[src/rtl/tdm_demux4.sv]
// rtl/tdm_demux4.sv - 4-channel TDM receive demux: frame lock, slot tracking, serial-to-parallel.
// Frame layout: sync-marked MSB of ch0, then WIDTH bits per slot for slots 0..3.
module tdm_demux4 #(
  parameter int WIDTH = 4
) (
  input  logic             clk,
  input  logic             rst_n,
  input  logic             in_valid,
  input  logic             in_bit,
  input  logic             in_sync,
  output logic [WIDTH-1:0] ch0,
  output logic [WIDTH-1:0] ch1,
  output logic [WIDTH-1:0] ch2,
  output logic [WIDTH-1:0] ch3,
  output logic [1:0]       slot_sel,
  output logic             locked,
  output logic             frame_valid,
  output logic             sync_err
);

  localparam int CW = $clog2(WIDTH);
  localparam logic [CW-1:0] LAST_BIT = CW'(WIDTH - 1);

  typedef enum logic {
    HUNT = 1'b0,
    RECV = 1'b1
  } state_t;

  state_t           state, state_n;
  logic [WIDTH-1:0] sr, sr_n;
  logic [CW-1:0]    bit_cnt, bit_cnt_n;
  logic [1:0]       slot_n;
  logic [WIDTH-1:0] stage0, stage1, stage2;
  logic [WIDTH-1:0] stage0_n, stage1_n, stage2_n;
  logic [WIDTH-1:0] ch0_n, ch1_n, ch2_n, ch3_n;
  logic             frame_valid_n, sync_err_n;

  logic [WIDTH-1:0] sample;
  logic [WIDTH-1:0] fresh;
  logic             frame_start;
  logic             slot_last;

  assign sample      = {sr[WIDTH-2:0], in_bit};
  assign fresh       = {{(WIDTH-1){1'b0}}, in_bit};
  assign frame_start = (bit_cnt == '0) && (slot_sel == 2'd0);
  assign slot_last   = (bit_cnt == LAST_BIT);
  assign locked      = (state == RECV);

  always_ff @(posedge clk or negedge rst_n) begin
    if (!rst_n) begin
      state       <= HUNT;
      sr          <= '0;
      bit_cnt     <= '0;
      slot_sel    <= 2'd0;
      stage0      <= '0;
      stage1      <= '0;
      stage2      <= '0;
      ch0         <= '0;
      ch1         <= '0;
      ch2         <= '0;
      ch3         <= '0;
      frame_valid <= 1'b0;
      sync_err    <= 1'b0;
    end else begin
      state       <= state_n;
      sr          <= sr_n;
      bit_cnt     <= bit_cnt_n;
      slot_sel    <= slot_n;
      stage0      <= stage0_n;
      stage1      <= stage1_n;
      stage2      <= stage2_n;
      ch0         <= ch0_n;
      ch1         <= ch1_n;
      ch2         <= ch2_n;
      ch3         <= ch3_n;
      frame_valid <= frame_valid_n;
      sync_err    <= sync_err_n;
    end
  end

  always_comb begin
    state_n       = state;
    sr_n          = sr;
    bit_cnt_n     = bit_cnt;
    slot_n        = slot_sel;
    stage0_n      = stage0;
    stage1_n      = stage1;
    stage2_n      = stage2;
    ch0_n         = ch0;
    ch1_n         = ch1;
    ch2_n         = ch2;
    ch3_n         = ch3;
    frame_valid_n = 1'b0;
    sync_err_n    = 1'b0;

    if (in_valid) begin
      case (state)
        HUNT: begin
          if (in_sync) begin
            state_n   = RECV;
            sr_n      = fresh;
            bit_cnt_n = CW'(1);
            slot_n    = 2'd0;
          end
        end

        RECV: begin
          if (frame_start && !in_sync) begin
            // Marker missing where a frame must begin: drop lock and rehunt.
            sync_err_n = 1'b1;
            state_n    = HUNT;
            slot_n     = 2'd0;
            bit_cnt_n  = '0;
          end else if (in_sync && !frame_start) begin
            // Marker mid-frame: abandon the partial frame and restart on this bit.
            sync_err_n = 1'b1;
            sr_n       = fresh;
            bit_cnt_n  = CW'(1);
            slot_n     = 2'd0;
          end else begin
            sr_n = sample;
            if (slot_last) begin
              bit_cnt_n = '0;
              slot_n    = slot_sel + 2'd1;
              case (slot_sel)
                2'd0: stage0_n = sample;
                2'd1: stage1_n = sample;
                2'd2: stage2_n = sample;
                default: begin
                  ch0_n         = stage0;
                  ch1_n         = stage1;
                  ch2_n         = stage2;
                  ch3_n         = sample;
                  frame_valid_n = 1'b1;
                end
              endcase
            end else begin
              bit_cnt_n = bit_cnt + CW'(1);
            end
          end
        end

        default: state_n = HUNT;
      endcase
    end
  end

endmodule

[config.mk]
export PLATFORM = sky130hd
export DESIGN_NAME = tdm_demux4
export DESIGN_NICKNAME = d
export VERILOG_FILES = /design/src/rtl/tdm_demux4.sv
export SDC_FILE = /design/constraint.sdc
export NUM_CORES = 1
export LEC_CHECK = 0
export BUFFER_PORTS_ARGS = -buffer_cell sky130_fd_sc_hd__buf_2
export CAP_MARGIN = 40
export CORE_MARGIN = 2
export CORE_UTILIZATION = 44
export CTS_CLUSTER_DIAMETER = 40
export DETAILED_ROUTE_END_ITERATION = 6
export PLACE_DENSITY_LB_ADDON = 0.3
export SLEW_MARGIN = 20
export SYNTH_ARGS = -nofsm -noshare
export SYNTH_HDL_FRONTEND = slang
export SYNTH_SLANG_ARGS = --single-unit
[constraint.sdc]
create_clock -name clk -period 2.6 [get_ports clk]
set_clock_uncertainty 0.05 [all_clocks]
set_input_delay 0.26 -clock clk [delete_from_list [all_inputs] [get_ports clk]]
set_output_delay 0.26 -clock clk [all_outputs]
set_load 0.01 [all_outputs]
==> reports/results.tsv <==
metric	value	unit
hold_viol	0	
start_util	45.66	%
wl	2.774	mm
dp.final_hpwl	2.016	mm
muxShareOfSynthArea	24.43	%
final.min_clock_period	2.264	ns
critPathMaxFanout	16	
tns	0	ns
gr-usage-all-layers	15.52	%
worstReg2RegStart	slot_sel[0]$_DFFE_PN0P_	
place_area	1833	µm²
cts_tree	yes	
critPathTopFamily	simple AND/OR/NAND/NOR gates	
setup.worst_path.end_class	flop	
cts_buffer_depth	2	
hold_path_class	in2reg	
initialDrtViolationCount	27	
rsz0062_at_grt	false	
holdPathEnd	locked$_DFFE_PN0P_	
crit_chain	inv_1, ha_1, and2_1, inv_1, ha_1, and3_1, nand3_4, mux2_4	
synth-xor-area-share	0	%
power	1.532	mW
critPathArrivalTime	2.39	ns
grt_first_pass_wirelength	4.836	mm
cts_buffers	5	
core_area	3633	µm²
p_leak	1.091	nW
fin_area	1977	µm²
drive_gt1_share	44.00	%
cts.clk_slew.worst_paths	0.08	ns
ant_nets	0	
diodes	0	
vias	994	
synth_cell_types	22	
ys_seq_area_share	57.32	%
fin_crit_sh	87.07	%
syn_area_per_cell	14.30	µm²
ioPinCount	26	
fillers	327	
chipWidth	65.41	µm
cpMaxStageDelayCell	dfrtp_1	
port_buffers	25	
syn-cell-area	1659	µm²
fp.dieArea	4278	µm²
h-tree-depth	2	
gp_congestion	0.9130	
viasPerCell	5.020	
firstDrtPassIters	4	
r2r_end	ch1[3]$_DFFE_PN0P_	
first_global_vias	1041	
synthToLayoutAreaGrowth	19.16	%
ys_warn_count	0	
clockRootBuffer	clkbuf_8	
drv_slew	0	
ys_ff_latch	38	
detail_route.wl_per_cell	14.01	µm
layout_common_cells	dfrtp_1, buf_2, mux2_2	
r2r_slack	0.34	ns
final_common_cell	dfrtp_1	
synth_area_leaders	dfrtp_1, mux2_2, mux2_4	
setup_violations	0	
row_count	22	
dp.cells	188	
critical_path_class	reg2reg	
fin_cells	198	
overflow	0	
r2r_cells	8	
synthCells	116	
synth_top_area_share	57.32	%
max_stage_delay	0.44	ns
synth_compound_area_share	2.790	%
timing.fmax	441.7	MHz
crit_buf_inv	2	
grt_max_degree	39	
grt_antenna_before_repair	0	
clk_latency	0.29	ns
synthSimpleGateAreaFrac	6.712	%
layout.nets	162	
cp.depth	8	
hp-start	in_valid	
worst-slew-pin-transition	0.4391	ns
syn_nets	129	
vdd_drop_max	0.3628	mV
synthAdderAreaFrac	6.033	%
max_cap_viol_count	0	
die_h	65.41	µm
synth_top_area_cell	dfrtp_1	
status	finished clean	
cts_setup_buffers	0	
regArea	950.9	µm²
critPathRequiredTime	2.72	ns
drc_errors	0	
maxSlewHeadroom	70.42	%
multi_input_area	663.1	µm²
p_per_area	775.1	nW/µm²
cp-start-kind	flop	
synth_top_family_by_area	multiplexers	
clock_sinks	38	
hold_depth	2	
fin_util	54.41	%
cell usage after synthesis:
master,number
and4_1,1
a22o_1,1
nor2_1,4
inv_1,9
nand3b_1,1
a21o_1,1
mux2_4,10
mux2i_1,3
nand2_1,8
o21a_1,1
ha_1,8
mux2_2,20
nand3_4,1
nor2b_1,1
dfrtp_1,38
nand3_1,1
and3_1,1
or3b_2,1
buf_6,1
o21ai_0,3
o21bai_1,1
and2_1,1
cells by family after synthesis:
logic type,count (synthesis)
buffers and inverters,10
flip-flops,38
AO/OA/AOI/OAI,7
adder cells (fa/ha/maj),8
AND/OR/NAND/NOR,20
multiplexers,33
flip-flops by register name (all words and copies together), names as in the netlist:
name and count:
bit_cnt 2, ch3 4, frame_valid 1, stage2 4
locked 1, stage1 4, ch2 4, ch0 4
sr 3, sync_err 1, ch1 4, stage0 4
slot_sel 2
worst max path at each step:
stage                            start                  to
6_report       slot_sel[0]$_DFFE_PN0P_  ch1[3]$_DFFE_PN0P_
3_3_place_gp   slot_sel[0]$_DFFE_PN0P_  ch3[2]$_DFFE_PN0P_
5_1_grt        slot_sel[0]$_DFFE_PN0P_  ch3[0]$_DFFE_PN0P_
4_1_cts        slot_sel[1]$_DFFE_PN0P_  ch3[0]$_DFFE_PN0P_
2_1_floorplan  slot_sel[0]$_DFFE_PN0P_  ch0[1]$_DFFE_PN0P_
3_5_place_dp   slot_sel[1]$_DFFE_PN0P_  ch1[3]$_DFFE_PN0P_
layout make-up:
| type | count | share of cell area [%] |
|---|---|---|
| clock buffers | 5 | 3.481 |
| clock inverters | 3 | 2.278 |
| inverters | 9 | 1.709 |
| multi-input cells | 68 | 33.54 |
| flip-flops and latches | 38 | 48.10 |
| well taps | 48 | 3.038 |
| repair buffers | 27 | 7.848 |
worst register-to-register path, cell delays in order (launching register included):
cell and delay (ns):
dfrtp_1 0.44, inv_1 0.11, ha_1 0.16, and2_1 0.15
inv_1 0.05, ha_1 0.32, and3_1 0.22, nand3_4 0.26
mux2_4 0.40
report_power, final:
group          switching (mW)  leakage [nW]  internal [mW]
combinational           0.145         0.521          0.140
sequential             0.0749         0.519          0.675
clock                   0.212        0.0504          0.285
total                   0.432          1.09           1.10
layer usage:
metal  track usage (%)  vias up  routed length [µm]
li1                  -      463                   -
met1             18.71      500                1201
met2             25.38       24                1377
met3             4.281        7                 126
met4             8.073        0                  68
met5                 0        -                   0
timing repair:
item                      CTS  global route
hold endpoints to repair    0             6
hold buffers                0             1
gates resized for setup     0             0
through the flow:
| stage | hold WS (ns) | setup slack [ns] |
|---|---|---|
| 2_1_floorplan | -0.08559 | 0.4540 |
| 3_3_place_gp | 0.3419 | 0.4439 |
| 3_5_place_dp | 0.3592 | 0.3423 |
| 4_1_cts | 0.03579 | 0.3234 |
| 5_1_grt | 0.1727 | 0.2076 |
| 6_report | 0.1710 | 0.3361 |
Note: power is estimated with default switching activity, not from simulation.
